**src/rtl/sc_dmem_arbiter.sv**
```systemverilog
// sc_dmem_arbiter: shares the single data-memory port between the
// single-cycle CPU (primary, priority) and one secondary requester.
// A starvation counter forces the port over to the secondary after
// MAX_WAIT lost cycles. In that cycle cpu_stall is raised so the CPU
// replays its load/store on the next cycle.
//
// Ports:
//   clock, resetn         rising-edge clock, async active-low reset
//   cpu_*                 CPU data access (addr/wdata/wmem/rmem in, rdata/stall out)
//   sec_req/we/addr/wdata secondary request, level, held until sec_ack
//   sec_gnt               secondary owns the port this cycle
//   sec_ack, sec_rdata    one-cycle completion pulse and captured read data
//   mem_*                 data memory port (rdata is valid in the same cycle)
module sc_dmem_arbiter #(
  parameter int MAX_WAIT = 15,
  parameter int CNT_W    = 4
) (
  input  logic        clock,
  input  logic        resetn,
  input  logic [31:0] cpu_addr,
  input  logic [31:0] cpu_wdata,
  input  logic        cpu_wmem,
  input  logic        cpu_rmem,
  output logic [31:0] cpu_rdata,
  output logic        cpu_stall,
  input  logic        sec_req,
  input  logic        sec_we,
  input  logic [31:0] sec_addr,
  input  logic [31:0] sec_wdata,
  output logic        sec_gnt,
  output logic        sec_ack,
  output logic [31:0] sec_rdata,
  output logic [31:0] mem_addr,
  output logic [31:0] mem_wdata,
  output logic        mem_we,
  input  logic [31:0] mem_rdata
);

  typedef enum logic [1:0] {IDLE, WAIT, ACK} state_t;

  localparam logic [CNT_W-1:0] MAX_CNT = CNT_W'(MAX_WAIT);

  state_t           state;
  logic [CNT_W-1:0] wait_cnt;
  logic             req_we;
  logic [31:0]      req_addr;
  logic [31:0]      req_wdata;
  logic             forced;
  logic             grant;

  // Forced steal depends only on state and counter, so cpu_stall never
  // loops back through the CPU's own memory-enable decode.
  assign forced = (state == WAIT) && (wait_cnt == MAX_CNT);
  assign grant  = (state == WAIT) && ((!cpu_wmem && !cpu_rmem) || forced);

  assign sec_gnt   = grant;
  assign cpu_stall = forced;
  assign cpu_rdata = mem_rdata;

  // In a granted cycle the CPU store is dropped entirely; a stalled store
  // is replayed next cycle, so it must not land now.
  assign mem_addr  = grant ? req_addr  : cpu_addr;
  assign mem_wdata = grant ? req_wdata : cpu_wdata;
  assign mem_we    = grant ? req_we    : cpu_wmem;

  always_ff @(posedge clock or negedge resetn) begin
    if (!resetn) begin
      state     <= IDLE;
      wait_cnt  <= '0;
      req_we    <= 1'b0;
      req_addr  <= '0;
      req_wdata <= '0;
      sec_ack   <= 1'b0;
      sec_rdata <= '0;
    end else begin
      case (state)
        IDLE: begin
          sec_ack <= 1'b0;
          if (sec_req) begin
            // Request is latched here; later changes on sec_* are ignored.
            req_we    <= sec_we;
            req_addr  <= sec_addr;
            req_wdata <= sec_wdata;
            wait_cnt  <= '0;
            state     <= WAIT;
          end
        end
        WAIT: begin
          if (grant) begin
            sec_rdata <= mem_rdata;
            sec_ack   <= 1'b1;
            state     <= ACK;
          end else if (wait_cnt != MAX_CNT) begin
            wait_cnt <= wait_cnt + 1'b1;
          end
        end
        ACK: begin
          // sec_req is ignored here; a still-high request restarts from IDLE.
          sec_ack <= 1'b0;
          state   <= IDLE;
        end
        default: begin
          sec_ack <= 1'b0;
          state   <= IDLE;
        end
      endcase
    end
  end

endmodule

```
**config.mk**
```make
export PLATFORM = sky130hd
export DESIGN_NAME = sc_dmem_arbiter
export DESIGN_NICKNAME = d
export VERILOG_FILES = /design/src/rtl/sc_dmem_arbiter.sv
export SDC_FILE = /design/constraint.sdc
export NUM_CORES = 1
export LEC_CHECK = 0
export CAP_MARGIN = 20
export CORE_MARGIN = 2
export CORE_UTILIZATION = 31
export CTS_CLUSTER_DIAMETER = 120
export DETAILED_ROUTE_END_ITERATION = 16
export GPL_TIMING_DRIVEN = 0
export PLACE_DENSITY = 0.65
export SLEW_MARGIN = 10
export SYNTH_ARGS = -nofsm -noshare
export SYNTH_HDL_FRONTEND = slang
export SYNTH_SLANG_ARGS = --single-unit
```
**constraint.sdc**
```tcl
create_clock -name clock -period 3.9 [get_ports clock]
set_clock_uncertainty 0.2 [all_clocks]
set_input_delay 0.585 -clock clock [delete_from_list [all_inputs] [get_ports clock]]
set_output_delay 0.585 -clock clock [all_outputs]
set_load 0.02 [all_outputs]
```
==> impl_metrics.tcl, run 1 <==
set metrics [dict create \
    syn_area_mm2 0.00525 \
    finish.instance_area_mm2 0.00882 \
    start_kind "flip-flop" \
    gp_congestion 0.768 \
    syn_inst 487 \
    antennaDiodeCount 0 \
    routed_wl_um 15100 \
    synth.yosys.warnings 0 \
    period_share_pct 89.2 \
    cts_resized 0 \
    htreeDepth 3 \
    tightest_slew_ps 610 \
    gr-max-usage-layer "met2" \
    start_util_pct 31.6 \
    grt_start_max_net_pins 54 \
    holdCritPathClass "in2async" \
    worst_hold_slack_ps -3.89 \
    drc 0 \
    violations "negative hold slack" \
    final_util_pct 53.2 \
    track_usage_pct 16.6 \
    synth_seq_cells 104 \
    grt_pass1_vias 4688 \
    synthesis.nets 654 \
    routedWlPerCell_um 14.8 \
    layout_min_cycle_time_ps 3480 \
    synth.yosys.seq_area_share_pct 49.6 \
    slew_headroom_pct 59.3 \
    drv_slew 0 \
    die_area_mm2 0.0180 \
    vias 4435 \
    grt-ovfl-total 0 \
    cap_violations 0 \
    holdBufCountCts 0 \
    io_pins 298 \
    setup_viol 0 \
    cts_root_buffer "clkbuf_16" \
    cts_tree "done" \
    outcome "finished, violations left" \
    cts_buffers 9 \
    use_met3_pct 3.70 \
    die_w_um 134 \
    syn_avg_cell_area_um2 10.8 \
    core_mm2 0.0166 \
    drt.antenna.violating_nets 0 \
    first_iter_violations 109 \
    io_buffers 297 \
    grt_pass1_wl_um 23600 \
    fin_tns_setup_ps 0 \
    leakagePower_nw 4.15 \
    worstPathArrival_ps 2690 \
    dr.pass1.iters 4 \
    clk_path_buf_depth 2 \
    total_power_mw 5.14 \
    fin_nets 963 \
    max_freq_ghz 0.287 \
    met2_usage_pct 30.1 \
    die_h_um 134 \
    post-cts-setup-buffers 0 \
    synth_cell_types 30 \
    most-common-layout-cells "296 x clkdlybuf4s50_1, 201 x nand2_1, 104 x dfrtp_1, 49 x mux2_4, 47 x mux2_2" \
    rows 47 \
    antenna_found_initial 0 \
    clk_pin_slew_worst_paths_ps 70 \
    end_kind "primary output" \
    placed_cell_area_mm2 0.00852 \
    clkSinkCount 104 \
    layout-drive-gt1-share_pct 21.0 \
    grt_use_met1_pct 19.3 \
    path_class "reg2out" \
    rsz0062_at_grt "no" \
    clk_latency_ps 340 \
    worstPathRequired_ps 3120 \
    path_max_fanout 10 \
    ir_drop_uv 286 \
    hold_viol_final 9 \
    layout_commonest_cell "clkdlybuf4s50_1" \
    hpwl_um 12000 \
    syn2layout_area_growth_pct 68.1 \
    cellPowerDensity_mw_per_mm2 582 \
    viasPerCell 4.34 \
]
==> path summary, 6_finish.rpt <==
path | end | depth (start not counted) | slack [ps] | from
min in group clock | req_wdata[4] | 2 | 280 | req_wdata[4]
worst min register to register | req_wdata[4] | 2 | 280 | req_wdata[4]
max in group asynchronous | sec_rdata[31] | 2 | 2880 | resetn
worst max-delay path | mem_wdata[26] | 7 | 420 | wait_cnt[0]
worst max register to register | req_addr[17] | 5 | 1910 | state[0]
worst min-delay path | req_addr[18] | 1 | -4 | resetn
==> cells in the mapped netlist (all sizes together) <==
| cell | number | area share [%] |
|---|---|---|
| nand3 | 3 | 0.29 |
| nand4 | 1 | 0.12 |
| buf | 48 | 7.5 |
| dfrtp | 104 | 50 |
| or2 | 2 | 0.24 |
| inv | 4 | 0.29 |
| nand2b | 1 | 0.12 |
| o22ai | 1 | 0.12 |
| a32o | 1 | 0.19 |
| and3 | 1 | 0.21 |
| nor4 | 1 | 0.12 |
| ha | 1 | 0.24 |
| nor2 | 2 | 0.19 |
| a21o | 1 | 0.14 |
| and2b | 1 | 0.17 |
| nand2 | 201 | 14 |
| o21ai | 2 | 0.41 |
| nor3 | 3 | 0.29 |
| nor3b | 1 | 0.14 |
| mux2 | 96 | 24 |
| or3b | 1 | 0.17 |
| mux2i | 2 | 0.38 |
| clkbuf | 9 | 0.64 |
==> kinds of logic (layout without fill, tap and decap cells) <==
| logic type | Yosys count | in the layout | share of synthesized area [%] |
|---|---|---|---|
| AOI/OAI and AO/OA | 5 | 5 | 0.858 |
| adders and majority gates | 1 | 1 | 0.238 |
| buffers and inverters | 61 | 375 | 8.39 |
| DFF | 104 | 104 | 49.6 |
| muxes | 98 | 98 | 24.5 |
| and+or+nand+nor | 218 | 218 | 16.4 |
==> area by class of cell <==
cell class / instances / area, µm²
clock buffer: 11 / 243
inverter: 4 / 15.0
tap: 220 / 275
multi-input combinational: 322 / 2200
clock inverter: 5 / 56.3
fill: 1474 / 7760
buffer: 57 / 425
timing repair buffer: 298 / 3000
sequential: 104 / 2600
==> power breakdown <==
part	switching (mW)	leakage (nW)	total, mW	internal [mW]
sequential	0.301	1.27	1.90	1.60
combinational	1.11	2.73	2.33	1.23
clock	0.393	0.145	0.908	0.515
total	1.80	4.15	5.14	3.34
==> critical path, stage by stage (launching register included) <==
cell	delay [ps]
dfrtp_1	420
ha_1	250
and3_4	180
o21ai_4	200
buf_6	220
buf_6	200
mux2_4	310
clkdlybuf4s50_1	560
==> state kept, by name, summed over array words and instances (netlist names) <==
signal / count
req_addr: 32
req_wdata: 32
req_we: 1
sec_ack: 1
sec_rdata: 32
state: 2
wait_cnt: 4
==> layer usage <==
layer / share of wire (%) / vias up
li1: - / 2160
met1: 40 / 2087
met2: 51 / 169
met3: 6.6 / 19
met4: 1.8 / 0
met5: 0 / -
==> through the flow <==
| stage | setup slack (ps) | hold WS [ps] | std cells |
|---|---|---|---|
| 6_report | 421 | -3.89 | 1021 |
| 5_1_grt | 283 | 22.1 | 1021 |
| 4_1_cts | 366 | 0.239 | 1021 |
| 3_5_place_dp | 405 | 266 | 1005 |
| 3_3_place_gp | -1900 | 254 | 1004 |
| 2_1_floorplan | 1470 | 89.4 | 487 |
No activity file was read; power rests on OpenSTA's default activity.
==> inputs of run 2 (changes only) <==
CORE_UTILIZATION = 36   (was 31)
PLACE_DENSITY = 0.74   (was 0.65)
==> run 2 against run 1 <==
  * Die area fell by 13%
  * Sequential share of layout area barely moved
  * The run now ends clean
  * Setup slack improved by 6.5 ps
  * Global-route usage rose by 2.4 points
  * Fmax rose by 0.19%
  * Combinational power barely moved
  * Register-to-register slack got worse by 40 ps
  * Highest routed layer unchanged
  * Critical path type unchanged
  * Clock power rose by 11%
  * Flip-flop and latch count did not move
==> impl_metrics.tcl, run 2 (synthesis results as in run 1) <==
set metrics [dict create \
    gp_congestion 0.821 \
    layout-drive-gt1-share_pct 21.1 \
    leakagePower_nw 4.18 \
    first_iter_violations 167 \
    dr.pass1.iters 4 \
    grt_pass1_wl_um 23700 \
    clk_pin_slew_worst_paths_ps 70 \
    drc 0 \
    hpwl_um 11900 \
    layout_min_cycle_time_ps 3470 \
    io_pins 298 \
    cts_buffers 9 \
    path_class "reg2out" \
    worstPathArrival_ps 2690 \
    grt-ovfl-total 0 \
    clk_latency_ps 340 \
    cellPowerDensity_mw_per_mm2 594 \
    start_kind "flip-flop" \
    grt_pass1_vias 4625 \
    track_usage_pct 19.0 \
    slew_headroom_pct 55.2 \
    most-common-layout-cells "296 x clkdlybuf4s50_1, 201 x nand2_1, 104 x dfrtp_1, 49 x mux2_4, 47 x mux2_2" \
    holdCritPathClass "reg2reg" \
    routedWlPerCell_um 15.1 \
    finish.instance_area_mm2 0.00883 \
    hold_viol_final 0 \
    grt_start_max_net_pins 54 \
    path_max_fanout 10 \
    tightest_slew_ps 671 \
    die_area_mm2 0.0156 \
    core_mm2 0.0144 \
    worstPathRequired_ps 3120 \
    vias 4468 \
    antennaDiodeCount 0 \
    reg_top3 "req_addr x32, req_wdata x32, sec_rdata x32" \
    drv_slew 0 \
    placed_cell_area_mm2 0.00848 \
    viasPerCell 4.53 \
    rsz0062_at_grt "no" \
    cap_violations 0 \
    max_freq_ghz 0.288 \
    drt.antenna.violating_nets 0 \
    finalNonFillerCells 986 \
    rows 44 \
    clk_path_buf_depth 2 \
    routed_wl_um 14900 \
    cts_root_buffer "clkbuf_16" \
    io_buffers 297 \
    ir_drop_uv 292 \
    outcome "complete, no violations" \
    cts_tree "done" \
    layout_commonest_cell "clkdlybuf4s50_1" \
    die_w_um 125 \
    setup_viol 0 \
    htreeDepth 3 \
    clkSinkCount 104 \
    antenna_found_initial 0 \
    fin_nets 964 \
    period_share_pct 89.0 \
    end_kind "primary output" \
    start_util_pct 36.5 \
    numPlacedInstances 969 \
    syn2layout_area_growth_pct 68.2 \
    total_power_mw 5.24 \
    die_h_um 125 \
]
-- run 2: changes by cell type in the layout (fill, tap and decap cells not counted) --
cell / change
inv_6: +1
clkinvlp_4: -1
dlygate4sd3_1: +1
clkbuf_1: -1
clkinv_2: -2
bufinv_16: +1
clkbuf_8: -1
inv_8: +3
-- run 2: metal layers --
metal	vias up	track usage, %	wire [µm]
li1	2169	-	-
met1	2095	21.8	5900
met2	185	34.5	7780
met3	19	4.34	1000
met4	0	6.35	236
met5	-	0	0
-- run 2: layout make-up --
cell class | count | area (µm²)
Timing Repair Buffer | 299 | 3010
Buffer | 57 | 425
Tap cell | 184 | 230
Inverter | 4 | 15.0
Sequential cell | 104 | 2600
Clock buffer | 9 | 225
Multi-Input combinational cell | 322 | 2200
Clock inverter | 7 | 111
Fill cell | 1171 | 5540
-- run 2: stage by stage --
stage / setup TNS [ps] / utilization, % / hold slack (ps) / worst slack [ps]
2_1_floorplan: 0 / - / 89.4 / 1470
6_report: 0 / 61.4 / 270 / 428
3_3_place_gp: -186830 / 58.8 / 256 / -1810
3_5_place_dp: 0 / 59.0 / 259 / 425
4_1_cts: 0 / 61.4 / 277 / 379
5_1_grt: 0 / 61.4 / 299 / 319
-- run 2: final timing paths --
path	startpoint	cells past startpoint	to	slack [ps]
worst max-delay path	wait_cnt[0]	7	mem_wdata[0]	430
worst min-delay path	req_wdata[31]	2	req_wdata[31]	270
worst max register to register	state[0]	5	req_addr[2]	1870
worst min register to register	req_wdata[31]	2	req_wdata[31]	270
max in group asynchronous	resetn	3	req_wdata[12]	2310
min in group asynchronous	resetn	2	req_addr[26]	560
-- run 2: worst max-delay path: stages (launching register included) --
cell             delay [ps]
dfrtp_1                 420
ha_1                    260
and3_4                  180
o21ai_4                 200
buf_6                   220
buf_8                   180
mux2_4                  320
clkdlybuf4s50_1         550
-- run 2: what timing repair did --
| action | 4_1_cts | 5_1_grt |
|---|---|---|
| hold buffers | 1 | 0 |
| buffers inserted | 0 | 0 |
| gates resized for setup | 0 | 0 |
| hold endpoints to repair | 8 | 0 |
-- run 2: power by group --
group	switching, mW	internal [mW]	leakage [nW]
Clock	0.428	0.580	0.166
Combinational	1.11	1.23	2.74
Sequential	0.301	1.59	1.27
==> inputs of run 3 (changes only) <==
ABC_AREA = 1   (was default)
CORE_MARGIN = default   (was 2)
PLACE_DENSITY = 0.75   (was 0.74)
==> run 3 against run 2 <==
  * Via count up 19%
  * Clock-buffer cell count up 1
  * Synthesized area down 4.1%
  * Design area down 3.1%
  * Critical path depth up 2
  * Clock power down 14%
==> impl_metrics.tcl, run 3 <==
set metrics [dict create \
    synth_cell_types 16 \
    routedWlPerCell_um 13.4 \
    slew_headroom_pct 67.5 \
    most-common-layout-cells "496 x nand2_1, 296 x clkdlybuf4s50_1, 104 x dfrtp_1, 32 x buf_4, 17 x buf_2" \
    syn2layout_area_growth_pct 69.9 \
    max_freq_ghz 0.289 \
    syn_inst 696 \
    synth-edff-count 0 \
    ys_top_cells_by_area "dfrtp_1 52%, nand2_1 37%, buf_4 4.8%, buf_2 1.7%, clkbuf_1 1.0%" \
    cpMaxStageDelayCell "clkdlybuf4s50_1" \
    synthesis.nets 863 \
    cpMostUsedCell "nand2_1" \
    holdBufCountCts 1 \
    grt_pass1_vias 5167 \
    yosysTopAreaCellShare_pct 51.7 \
    hold_viol_final 0 \
    track_usage_pct 22.2 \
    worst_hold_slack_ps 278 \
    worstPathArrival_ps 2680 \
    core_mm2 0.0135 \
    drc 0 \
    path_cells "clkdlybuf4s50_1 -> inv_1 -> nand2_1 -> nand2_2 -> nand2_4 -> clkbuf_1 -> nand2_1 -> nand2_1 -> clkdlybuf4s50_1" \
    drt.antenna.violating_nets 0 \
    synth_common_cells "496 x nand2_1, 104 x dfrtp_1, 32 x buf_4" \
    gp_congestion 0.779 \
    reg_top3 "req_addr x32, req_wdata x32, sec_rdata x32" \
    syn_avg_cell_area_um2 7.23 \
    critPathMaxStageDelay_ps 630 \
    synth.yosys.seq_area_share_pct 51.7 \
    routed_wl_um 15900 \
    cap_violations 0 \
    rsz0062_at_grt "no" \
    synth.yosys.warnings 0 \
    cts_resized 0 \
    outcome "complete, no violations" \
    dp_slack_ps 396 \
    dr.pass1.iters 4 \
    vias 5323 \
    hpwl_um 12000 \
    synth_seq_cells 104 \
    io_buffers 297 \
    synth_most_common_cell "nand2_1" \
    start_util_pct 37.4 \
    grt_pass1_wl_um 24900 \
    ir_drop_uv 339 \
    grt_start_max_net_pins 59 \
    period_share_pct 88.8 \
    path_max_fanout 10 \
    async_flop_share_pct 100 \
    layout-drive-gt1-share_pct 7.32 \
    post-cts-setup-buffers 0 \
    fin_nets 1173 \
    synth-main-ff-cell "dfrtp_1" \
    worstPathRequired_ps 3120 \
    setup_viol 0 \
    path_class "in2out" \
    leakagePower_nw 4.38 \
    cts_tree "done" \
    layout_commonest_cell "nand2_1" \
    clkSinkCount 104 \
    clk_pin_slew_worst_paths_ps 70 \
    drv_slew 0 \
    cts_root_buffer "clkbuf_16" \
    die_w_um 120 \
    tightest_slew_ps 488 \
    end_kind "primary output" \
    cts_buffers 9 \
    fin_ws_ps 437 \
    rows 42 \
    layout_min_cycle_time_ps 3460 \
    syn_area_mm2 0.00503 \
    yosysTopAreaCell "dfrtp_1" \
    die_area_mm2 0.0145 \
    antenna_found_initial 1 \
    die_h_um 120 \
    htreeDepth 3 \
    grt-ovfl-total 0 \
    first_iter_violations 330 \
    cellPowerDensity_mw_per_mm2 576 \
    holdCritPathClass "reg2reg" \
    io_pins 298 \
    start_kind "input pin" \
    clk_path_buf_depth 2 \
    clk_latency_ps 340 \
    viasPerCell 4.48 \
]
run 3: cell count changes after synthesis, sizes merged, moves of 2 or more:
| cell | delta |
|---|---|
| nor3 | -2 |
| mux2i | -2 |
| inv | +5 |
| nand3 | +5 |
| mux2 | -96 |
| clkbuf | +5 |
| buf | +4 |
| nand2 | +297 |
| or2 | -2 |
| nor2 | +4 |
run 3: worst paths after layout:
kind                            endpoint  slack (ps)   startpoint  depth (start not counted)
max                         mem_addr[31]         440     cpu_wmem                          9
min                          req_addr[6]         280  req_addr[6]                          2
max reg2reg                 sec_rdata[1]        2030  wait_cnt[0]                          7
min reg2reg                  req_addr[6]         280  req_addr[6]                          2
max in group asynchronous   sec_rdata[4]        2290       resetn                          3
min in group asynchronous  sec_rdata[29]         550       resetn                          2
run 3: area by class of cell:
type                            count  area [µm²]
Antenna cell                        1        2.50
Buffer                             66         412
Clock buffer                       10         239
Clock inverter                      6        42.5
Fill cell                        1236        4900
Inverter                            9        36.3
Multi-Input combinational cell    517        1980
Sequential cell                   104        2600
Tap cell                          176         220
Timing Repair Buffer              299        3010
run 3: stage by stage:
stage               power, mW  cells  util [%]  cell area [µm²]  TNS, ps
global route             5.27   1188      63.5             8550        0
global placement         4.03   1169      61.1             8230  -205710
CTS                      4.98   1187      63.5             8550        0
finish                   4.92   1188      63.5             8550        0
floorplan                3.02    696         -             5030        0
detailed placement       4.08   1170      61.4             8250        0
run 3: logic make-up after synthesis:
group                    share of synthesized area (%)
AND/OR/NAND/NOR                                   38.8
AO/OA/AOI/OAI                                    0.298
flip-flops                                        51.7
buffers and inverters                             8.90
adder cells (fa/ha/maj)                          0.249
run 3: critical path, delay by kind of cell:
family        cells  cell delay (ps)
simple gates      5              550
buf+inv           4             1520
run 3: report_power, final:
part           internal (mW)  leakage (nW)  total [mW]  switching (mW)
Clock                  0.453         0.135       0.866           0.413
Sequential              1.58          1.29        1.86           0.281
Combinational           1.01          2.95        2.19            1.19
run 3: per-layer routing:
layer	wire (µm)	track usage (%)
met4	278	6.64
met1	6440	26.3
met2	7810	38.3
met5	0	0
met3	1380	6.98
